--- src/rtl/id_ex_pipe_reg_pkg.sv ---
// Shared definitions for the ID/EX stage: control-byte bit positions and the
// all-zero bubble encoding used whenever a slot is squashed.
package id_ex_pipe_reg_pkg;

    localparam int CTRL_W        = 8;
    localparam int CTRL_REGWRITE = 7;
    localparam int CTRL_MEMREAD  = 6;
    localparam int CTRL_MEMWRITE = 5;
    localparam int CTRL_MEMTOREG = 4;
    localparam int CTRL_ALUSRC   = 3;
    localparam int CTRL_BRANCH   = 2;
    localparam int CTRL_ALUOP_HI = 1;
    localparam int CTRL_ALUOP_LO = 0;

    // A bubble carries no RegWrite/MemWrite/Branch, so downstream sees no side effects.
    localparam logic [CTRL_W-1:0] CTRL_BUBBLE = 8'h00;

endpackage

--- src/rtl/id_ex_pipe_reg_load_use_detect.sv ---
// Load-use hazard detector: flags when the instruction in ID reads a register
// that the load currently in EX has not yet produced. Pure combinational so an
// IF/ID stage can reuse it. x0 is never a hazard.
module load_use_detect #(
    parameter int REG_AW = 5
) (
    input  logic              idex_valid,
    input  logic              idex_memread,
    input  logic [REG_AW-1:0] idex_rd,
    input  logic              id_valid,
    input  logic [REG_AW-1:0] id_rs1,
    input  logic [REG_AW-1:0] id_rs2,
    output logic              hz
);

    // Hazard equation: a live load in EX targeting a non-zero register read by ID.
    always_comb begin
        hz = idex_valid & idex_memread & (idex_rd != '0) & id_valid &
             ((idex_rd == id_rs1) | (idex_rd == id_rs2));
    end

endmodule

--- src/rtl/id_ex_pipe_reg.sv ---
// ID/EX pipeline register with load-use stall and bubble/flush insertion.
// Optional macro HAZARD_PERF_EN adds saturating stall/flush event counters.
//
// Valid semantics: IDEX_valid=1 means the EX slot holds a real instruction.
// There is no ready; the upstream stages honour stall by holding PC and IF/ID,
// and this stage inserts a bubble (valid=0, ctrl=0, all fields 0) in its place.
module id_ex_pipe_reg
    import id_ex_pipe_reg_pkg::*;
#(
    parameter int XLEN   = 64,
    parameter int REG_AW = 5
) (
    input  logic              clk,
    input  logic              reset,
    input  logic              id_valid,
    input  logic [XLEN-1:0]   id_pc,
    input  logic [REG_AW-1:0] id_rs1,
    input  logic [REG_AW-1:0] id_rs2,
    input  logic [REG_AW-1:0] id_rd,
    input  logic [XLEN-1:0]   id_rdata1,
    input  logic [XLEN-1:0]   id_rdata2,
    input  logic [XLEN-1:0]   id_imm,
    input  logic [3:0]        id_funct4,
    input  logic [CTRL_W-1:0] id_ctrl,
    input  logic              ex_flush,
    output logic              stall,
    output logic              IDEX_valid,
    output logic [XLEN-1:0]   IDEX_pc,
    output logic [XLEN-1:0]   IDEX_rdata1,
    output logic [XLEN-1:0]   IDEX_rdata2,
    output logic [XLEN-1:0]   IDEX_imm,
    output logic [REG_AW-1:0] IDEX_rs1,
    output logic [REG_AW-1:0] IDEX_rs2,
    output logic [REG_AW-1:0] IDEX_rd,
    output logic [3:0]        IDEX_funct4,
    output logic [CTRL_W-1:0] IDEX_ctrl
`ifdef HAZARD_PERF_EN
    ,
    output logic [31:0]       perf_stall_cnt,
    output logic [31:0]       perf_flush_cnt
`endif
);

    logic hz;

    load_use_detect #(
        .REG_AW (REG_AW)
    ) u_load_use_detect (
        .idex_valid   (IDEX_valid),
        .idex_memread (IDEX_ctrl[CTRL_MEMREAD]),
        .idex_rd      (IDEX_rd),
        .id_valid     (id_valid),
        .id_rs1       (id_rs1),
        .id_rs2       (id_rs2),
        .hz           (hz)
    );

    // A flush squashes the wrong-path ID instruction, so it never needs to stall.
    always_comb begin
        stall = hz & ~ex_flush;
    end

    // Pipeline register: flush or hazard inserts a bubble, otherwise capture ID.
    always_ff @(posedge clk or negedge reset) begin
        if (!reset) begin
            IDEX_valid  <= 1'b0;
            IDEX_pc     <= '0;
            IDEX_rdata1 <= '0;
            IDEX_rdata2 <= '0;
            IDEX_imm    <= '0;
            IDEX_rs1    <= '0;
            IDEX_rs2    <= '0;
            IDEX_rd     <= '0;
            IDEX_funct4 <= '0;
            IDEX_ctrl   <= CTRL_BUBBLE;
        end else if (ex_flush || hz) begin
            IDEX_valid  <= 1'b0;
            IDEX_pc     <= '0;
            IDEX_rdata1 <= '0;
            IDEX_rdata2 <= '0;
            IDEX_imm    <= '0;
            IDEX_rs1    <= '0;
            IDEX_rs2    <= '0;
            IDEX_rd     <= '0;
            IDEX_funct4 <= '0;
            IDEX_ctrl   <= CTRL_BUBBLE;
        end else begin
            IDEX_valid  <= id_valid;
            IDEX_pc     <= id_pc;
            IDEX_rdata1 <= id_rdata1;
            IDEX_rdata2 <= id_rdata2;
            IDEX_imm    <= id_imm;
            IDEX_rs1    <= id_rs1;
            IDEX_rs2    <= id_rs2;
            IDEX_rd     <= id_rd;
            IDEX_funct4 <= id_funct4;
            // Gate control on valid so a stale id_ctrl never leaks into EX.
            IDEX_ctrl   <= id_valid ? id_ctrl : CTRL_BUBBLE;
        end
    end

`ifdef HAZARD_PERF_EN
    // Saturating event counters: stall cycles and flushes of a valid ID instruction.
    always_ff @(posedge clk or negedge reset) begin
        if (!reset) begin
            perf_stall_cnt <= '0;
            perf_flush_cnt <= '0;
        end else begin
            if (stall && (perf_stall_cnt != 32'hFFFF_FFFF)) begin
                perf_stall_cnt <= perf_stall_cnt + 32'd1;
            end
            if (ex_flush && id_valid && (perf_flush_cnt != 32'hFFFF_FFFF)) begin
                perf_flush_cnt <= perf_flush_cnt + 32'd1;
            end
        end
    end
`endif

endmodule

--- config.mk ---
export PLATFORM = sky130hd
export DESIGN_NAME = id_ex_pipe_reg
export DESIGN_NICKNAME = d
export VERILOG_FILES = /design/src/rtl/id_ex_pipe_reg_pkg.sv /design/src/rtl/id_ex_pipe_reg_load_use_detect.sv /design/src/rtl/id_ex_pipe_reg.sv
export SDC_FILE = /design/constraint.sdc
export NUM_CORES = 1
export LEC_CHECK = 0
export CAP_MARGIN = 30
export CELL_PAD_IN_SITES_DETAIL_PLACEMENT = 1
export CELL_PAD_IN_SITES_GLOBAL_PLACEMENT = 2
export CORE_MARGIN = 4
export CORE_UTILIZATION = 24
export CTS_BUF_LIST = sky130_fd_sc_hd__clkbuf_2 sky130_fd_sc_hd__clkbuf_4 sky130_fd_sc_hd__clkbuf_8
export DETAILED_ROUTE_END_ITERATION = 7
export PLACE_DENSITY = 0.94
export SLEW_MARGIN = 30
export SYNTH_ARGS = -nofsm -noshare
export SYNTH_HDL_FRONTEND = slang
export SYNTH_SLANG_ARGS = --single-unit
--- constraint.sdc ---
create_clock -name clk -period 2.2 [get_ports clk]
set_input_delay 0.66 -clock clk [delete_from_list [all_inputs] [get_ports clk]]
set_output_delay 0.66 -clock clk [all_outputs]
set_load 0.05 [all_outputs]
==> results of run 1 <==
per-layer routing:
layer / up-vias / global-route usage / wire length, um
met2: 417 / 0.301 / 21800
li1: 4292 / - / -
met5: - / 0 / 0
met1: 4651 / 0.190 / 16000
met4: 0 / 0.0658 / 1490
met3: 75 / 0.0656 / 4050
synth_stat cells (all sizes together):
library cell,instances,share of area
dfrtp,284,0.65
a21boi,1,0.00069
a21oi,284,0.13
nor3,1,0.00046
nand2,10,0.0034
nand2b,275,0.16
nor2b,1,0.00057
clkbuf,53,0.018
buf,42,0.025
xnor2,10,0.0080
nor2,1,0.00034
o22ai,1,0.0011
nand3,3,0.0014
and3b,1,0.00080
path summary, 6_finish.rpt:
path	startpoint	end	cells past startpoint
min in group asynchronous	reset	IDEX_imm[13]	2
max	id_rs2[1]	stall	6
max in group asynchronous	reset	IDEX_rdata1[57]	3
max reg2reg	IDEX_rd[0]	IDEX_imm[3]	6
min	id_rs2[0]	IDEX_rs2[0]	3
min reg2reg	IDEX_valid	IDEX_rd[3]	5
power by group through the flow:
stage | combinational, W | clock (W) | sequential, W
6_report | 0.00271 | 0.00514 | 0.00559
5_1_grt | 0.00286 | 0.00558 | 0.00561
3_3_place_gp | 0.00276 | 0 | 0.00567
3_5_place_dp | 0.00281 | 0 | 0.00568
2_1_floorplan | 0.000492 | 0 | 0.00662
4_1_cts | 0.00274 | 0.00533 | 0.00559
worst register-to-register path, delay by kind of cell (launching register included):
kind	cells	cell delay [ns]
buffers and inverters	2	0.68
DFF	1	0.48
AOI/OAI and AO/OA	2	0.33
xor gates and xnor gates	1	0.18
and+or+nand+nor	1	0.12
logic make-up (layout without fill, tap and decap cells):
logic type,Yosys count,count (layout),synth area share
AO/OA/AOI/OAI,286,286,0.133
AND/OR/NAND/NOR,292,292,0.165
buffers and inverters,95,701,0.0431
other,0,1,0
flip-flops,284,284,0.652
XOR/XNOR,10,10,0.00803
state kept, by name, summed over array words and instances, names as in the netlist:
name,flops
IDEX_pc,64
IDEX_rdata1,64
IDEX_imm,64
IDEX_rs1,5
IDEX_rs2,5
IDEX_rdata2,64
IDEX_rd,5
IDEX_ctrl,8
IDEX_funct4,4
IDEX_valid,1
layout make-up:
type,count,area share
repair buffers,615,0.317
clock inverters,6,0.00306
multi-input cells,588,0.189
well taps,592,0.0411
clock buffers,80,0.0549
flip-flops and latches,284,0.395
diodes,1,0.000139
per-stage QoR:
stage | instances | hold WS, ns | total power [W] | worst slack (ns) | util
after floorplan | 967 | 0.364 | 0.00711 | -0.0423 | -
after global placement | 2077 | 0.589 | 0.00844 | -0.570 | 0.382
after detailed placement | 2077 | 0.594 | 0.00849 | -0.582 | 0.382
after CTS | 2164 | 0.410 | 0.0137 | -0.547 | 0.404
after global routing | 2166 | 0.349 | 0.0140 | -0.570 | 0.404
final | 2166 | 0.399 | 0.0134 | -0.490 | 0.404
placed cells by master, fill, tap and decap left out, drive strengths merged:
cell type / count
a21oi: 284
clkbuf: 85
nor2: 1
dlymetal6s2s: 1
nor2b: 1
nand3: 3
and3b: 1
nand2b: 275
dlygate4sd3: 1
bufinv: 1
a21boi: 1
diode: 1
nor3: 1
clkdlybuf4s50: 278
nand2: 10
o22ai: 1
dfrtp: 284
clkdlybuf4s15: 66
clkinv: 5
xnor2: 10
buf: 189
dlygate4sd2: 75
timing repair:
| item | 4_1_cts | 5_1_grt |
|---|---|---|
| setup buffers | 0 | 1 |
| pin swaps | 4 | 2 |
| hold endpoints to repair | 30 | 0 |
| setup endpoints to repair | 142 | 25 |
| gates resized for setup | 209 | 25 |
| hold buffers | 1 | 0 |
==> summary.md, run 1 <==
| Metric | Value |
|---|---|
| Area of the multi-input gates | `3400 um^2` |
| Vias/cell | `4.36` |
| GR Util All Layers | `0.172` |
| Root Driver | `clkbuf_8` |
| Slew headroom | `0.559` |
| Die H | `221 um` |
| CP Cell Sequence | `clkdlybuf4s50_1 -> xnor2_1 -> nand2_1 -> o22ai_4 -> and3b_2 -> buf_12` |
| Synth warnings | `0` |
| Initial Utilization | `0.245` |
| Starting DRT DRC Count | `498` |
| Die Width | `221 um` |
| Sw Share | `0.297` |
| Sequential cell area fraction in the yosys report | `0.652` |
| Setup ws final | `-0.490 ns` |
| Slowest-stage cell, CP | `clkdlybuf4s50_1` |
| Syn Nets | `1254` |
| Max Cap Viol | `0` |
| Post-synthesis average cell area | `11.3 um^2` |
| Arr. time, crit path | `2.03 ns` |
| Run status | `complete, but fails checks` |
| Synthesized instance count | `967` |
| Largest net degree at the start of global routing | `176` |
| Ports | `572` |
| DP HPWL | `31600 um` |
| Setup Crit Path Kind | `in -> out` |
| DRT antenna net count | `0` |
| First-pass GRT wire length | `65900 um` |
| Hold Fails Final Rpt | `0` |
| CTS H-tree lvls | `2` |
| Gate power share | `0.202` |
| Worst path bufs/invs | `2` |
| Fin. max-slew vios | `0` |
| Yosys reg bits | `284` |
| # DRC | `0` |
| Sw Pwr | `0.00398 W` |
| RSZ-0062 raised after global routing | `true` |
| Setup violators final | `1` |
| # rows | `77` |
| Routed wire per std cell | `20.0 um` |
| Die area | `48900 um^2` |
| Core Area | `44600 um^2` |
| Vias | `9435` |
| Layout cells sized above 1 | `0.193` |
| Reg power frac | `0.416` |
| Design area | `18000 um^2` |
| Num CTS Buffers | `50` |
| Layout Skew | `0.0232 ns` |
| Count of unique library cells instantiated by Yosys | `17` |
| Initial antenna violation count | `1` |
| Cell area after synthesis | `10900 um^2` |
| Global route overflow | `0` |
| Storage cell area | `7110 um^2` |
| Power density cells | `746 nW/um^2` |
| WL final | `43300 um` |
| Flop2flop setup slack | `0.28 ns` |
| CP startpoint kind | `input pin` |
| Clock Pin Slew Worst Setup and Hold Paths | `0.06 ns` |
| Peak supply drop | `0.395 mV` |
| Clock share of power | `0.383` |
| CP Capture Type | `output port` |
| CTS tree | `yes` |
| Pleak | `8.50 nW` |
| Number of global-route vias before repair | `10700` |
| Port buffer count | `571` |
| Slowest stage delay, CP | `0.51 ns` |
| Setup tns final | `-0.490 ns` |
| P_int | `0.00945 W` |
| Worst hold path class | `in -> reg` |
| Period minus WS final | `2.69 ns` |
| Clk sinks | `284` |
| Top cell family by delay on the critical path | `buffers and inverters` |
| Fmax | `0.372 GHz` |
| Placed Area | `17000 um^2` |
| Fillers | `4898` |
| Crit Path Max Fanout | `2` |
| Final period util | `1.22` |
| Slew @ Worst Pin | `0.661 ns` |
| Final net count | `1826` |
| Final GP Congestion | `0.835` |
| Clk_lat worst skew | `0.60 ns` |
| Required @ worst endpoint | `1.54 ns` |
| Synth-to-layout area growth | `65.2%` |
| Failing checks | `negative setup slack` |
| CTS Buffer Depth | `3` |
| Detailed Routing Iterations Pass 1 | `4` |
(Power assumes the default switching activity.)
==> run 2: changes to the inputs <==
--- a/config.mk
+++ b/config.mk
@@ -9,9 +9,9 @@
 export CELL_PAD_IN_SITES_DETAIL_PLACEMENT = 1
 export CELL_PAD_IN_SITES_GLOBAL_PLACEMENT = 2
-export CORE_MARGIN = 4
-export CORE_UTILIZATION = 24
+export CORE_AREA = 2 2 223 225
 export CTS_BUF_LIST = sky130_fd_sc_hd__clkbuf_2 sky130_fd_sc_hd__clkbuf_4 sky130_fd_sc_hd__clkbuf_8
 export DETAILED_ROUTE_END_ITERATION = 7
-export PLACE_DENSITY = 0.94
+export DIE_AREA = 0 0 225 227
+export PLACE_DENSITY = 0.89
 export SLEW_MARGIN = 30
 export SYNTH_ARGS = -nofsm -noshare
==> constraint.sdc (replaced) <==
create_clock -name clk -period 2.2 [get_ports clk]
set_input_delay 0.66 -clock clk [delete_from_list [all_inputs] [get_ports clk]]
set_output_delay 0.66 -clock clk [all_outputs]
set_load 0.005 [all_outputs]
==> run 2 against run 1 <==
Net effect:
- the flow still finishes with violations (negative setup slack)
- wire length is 1.8% lower
- worst hold slack improved by 0.0068 ns
- die area rose by 4.4%
- sequential share of layout area shrank 1.1 points
- via count down 0.45%
- cell area grew 2.7%
- critical path depth unchanged
- core utilization decreased by 2.3 points
- global-route usage fell by 1.4 points
==> summary.md, run 2 (same netlist as run 1, synthesis figures left out) <==
| Metric | Value |
|---|---|
| GR Util All Layers | `0.159` |
| Ports | `572` |
| Period minus WS final | `2.65 ns` |
| Storage cell area | `7110 um^2` |
| Routing usage on met2 | `0.266` |
| Synth-to-layout area growth | `69.7%` |
| Routed wire per std cell | `19.4 um` |
| Failing checks | `negative setup slack` |
| Hold Fails Final Rpt | `0` |
| DRT antenna net count | `0` |
| Initial antenna violation count | `7` |
| Run status | `complete, but fails checks` |
| Clk sinks | `284` |
| WL final | `42500 um` |
| Number of global-route vias before repair | `10300` |
| Vias | `9393` |
| Slowest stage delay, CP | `0.53 ns` |
| # rows | `81` |
| Setup violators final | `1` |
| Global route overflow | `0` |
| Slowest-stage cell, CP | `clkdlybuf4s50_1` |
| Peak supply drop | `0.369 mV` |
| Hold WS | `0.405 ns` |
| Area of the multi-input gates | `3390 um^2` |
| # DRC | `0` |
| Starting DRT DRC Count | `423` |
| CTS Buffer Depth | `3` |
| Layout cells sized above 1 | `0.0864` |
| Commonest non-fill, non-tap cell in the layout | `clkdlybuf4s50_1` |
| Max Cap Viol | `0` |
| Setup Crit Path Kind | `in -> out` |
| Final period util | `1.21` |
| CP Cell Sequence | `clkdlybuf4s50_1 -> xnor2_2 -> nand3_2 -> o22ai_4 -> and3b_1 -> buf_6` |
| Final GP Congestion | `0.794` |
| Die Width | `225 um` |
| Fin. max-slew vios | `0` |
| Clock Pin Slew Worst Setup and Hold Paths | `0.06 ns` |
| Port buffer count | `571` |
| Root Driver | `clkbuf_8` |
| CTS H-tree lvls | `2` |
| Overall Power | `0.0129 W` |
| Num CTS Buffers | `52` |
| Largest net degree at the start of global routing | `188` |
| Busiest grt layer | `met2` |
| Clk_lat worst skew | `0.61 ns` |
| Pleak | `8.31 nW` |
| Vias/cell | `4.29` |
| Worst hold path class | `in -> reg` |
| Final net count | `1816` |
| Die H | `227 um` |
| Required @ worst endpoint | `1.54 ns` |
| Initial Utilization | `0.225` |
| Slew headroom | `0.494` |
| First-pass GRT wire length | `61800 um` |
| Layout Skew | `0.0327 ns` |
| CP startpoint kind | `input pin` |
| Met1 usage | `0.174` |
| Setup ws final | `-0.455 ns` |
| RSZ-0062 raised after global routing | `true` |
| Slew @ Worst Pin | `0.759 ns` |
| Die area | `51100 um^2` |
| Commonest cells after routing, fill and taps aside | `clkdlybuf4s50_1, a21oi_1, dfrtp_1` |
| Arr. time, crit path | `1.99 ns` |
| Worst path bufs/invs | `2` |
| Top cell family by delay on the critical path | `buffers and inverters` |
| Core Area | `48500 um^2` |
| Fillers | `5381` |
| CTS tree | `yes` |
| Global Route met3 Usage | `0.0720` |
| Crit Path Max Fanout | `2` |
| Fmax | `0.377 GHz` |
| Power density cells | `696 nW/um^2` |
| DP HPWL | `29200 um` |
| CP Capture Type | `output port` |
| Detailed Routing Iterations Pass 1 | `6` |
## run 2: cell types whose count changed in the layout (fill, tap and decap cells not counted), sizes merged
| cell | before | now |
|---|---|---|
| dlygate4sd2 | 75 | 51 |
| clkdlybuf4s15 | 66 | 0 |
| clkdlybuf4s50 | 278 | 501 |
| buf | 189 | 35 |
| dlymetal6s2s | 1 | 14 |
| bufinv | 1 | 2 |
| clkbuf | 85 | 80 |
| clkinvlp | 0 | 1 |
| diode | 1 | 4 |
## run 2: per-layer routing
layer  wire length [um]  share of wire
met1              15700           0.37
met3               4540           0.11
met2              20800           0.49
met5                 43         0.0010
met4               1440          0.034
## run 2: worst min-delay path, cell delays in order
cell and delay (ns):
dlymetal6s2s_1 0.16, nand2b_1 0.09, a21oi_1 0.04
## run 2: cell type report
class,count,share of cell area
multi-input cells,588,0.183
clock buffers,79,0.0550
flip-flops and latches,284,0.384
well taps,622,0.0420
repair buffers,603,0.330
diodes,4,0.000541
clock inverters,8,0.00500
## run 2: timing repair
action / in CTS / in global routing
setup endpoints to repair: 52 / 38
pin swaps: 7 / 2
endpoints found under the hold margin: 35 / 0
hold buffers: 1 / 0
setup buffers: 3 / 3
resized for setup: 74 / 22
gates cloned: 0 / 1
## run 2: through the flow
| stage | area, um^2 | utilization | cells | TNS [ns] | worst slack, ns |
|---|---|---|---|---|---|
| 6_report | 18500 | 0.381 | 2188 | -0.455 | -0.455 |
| 5_1_grt | 18500 | 0.381 | 2188 | -0.562 | -0.562 |
| 4_1_cts | 18400 | 0.379 | 2181 | -0.663 | -0.517 |
| 3_5_place_dp | 17300 | 0.356 | 2090 | -130.90 | -1.08 |
| 3_3_place_gp | 17300 | 0.356 | 2090 | -125.34 | -1.09 |
| 2_1_floorplan | 10900 | - | 967 | 0 | 0.0371 |
## run 2: worst paths after layout
check | start | endpoint | slack [ns] | depth (start not counted)
worst max-delay path | id_rs2[0] | stall | -0.45 | 6
worst min-delay path | id_rs1[3] | IDEX_rs1[3] | 0.41 | 3
worst max register to register | IDEX_rd[0] | IDEX_rdata1[41] | 0.17 | 6
worst min register to register | IDEX_ctrl[6] | IDEX_pc[30] | 1.19 | 5
max in group asynchronous | reset | IDEX_rd[3] | 0.97 | 3
min in group asynchronous | reset | IDEX_funct4[2] | 0.56 | 2
## run 2: power breakdown
group          total [W]  switching, W  internal [W]  leakage, nW
Sequential       0.00557     0.0000859       0.00549         3.66
Clock            0.00543       0.00227       0.00316        0.588
Combinational    0.00187      0.000749       0.00112         4.06
Total             0.0129       0.00311       0.00977         8.31
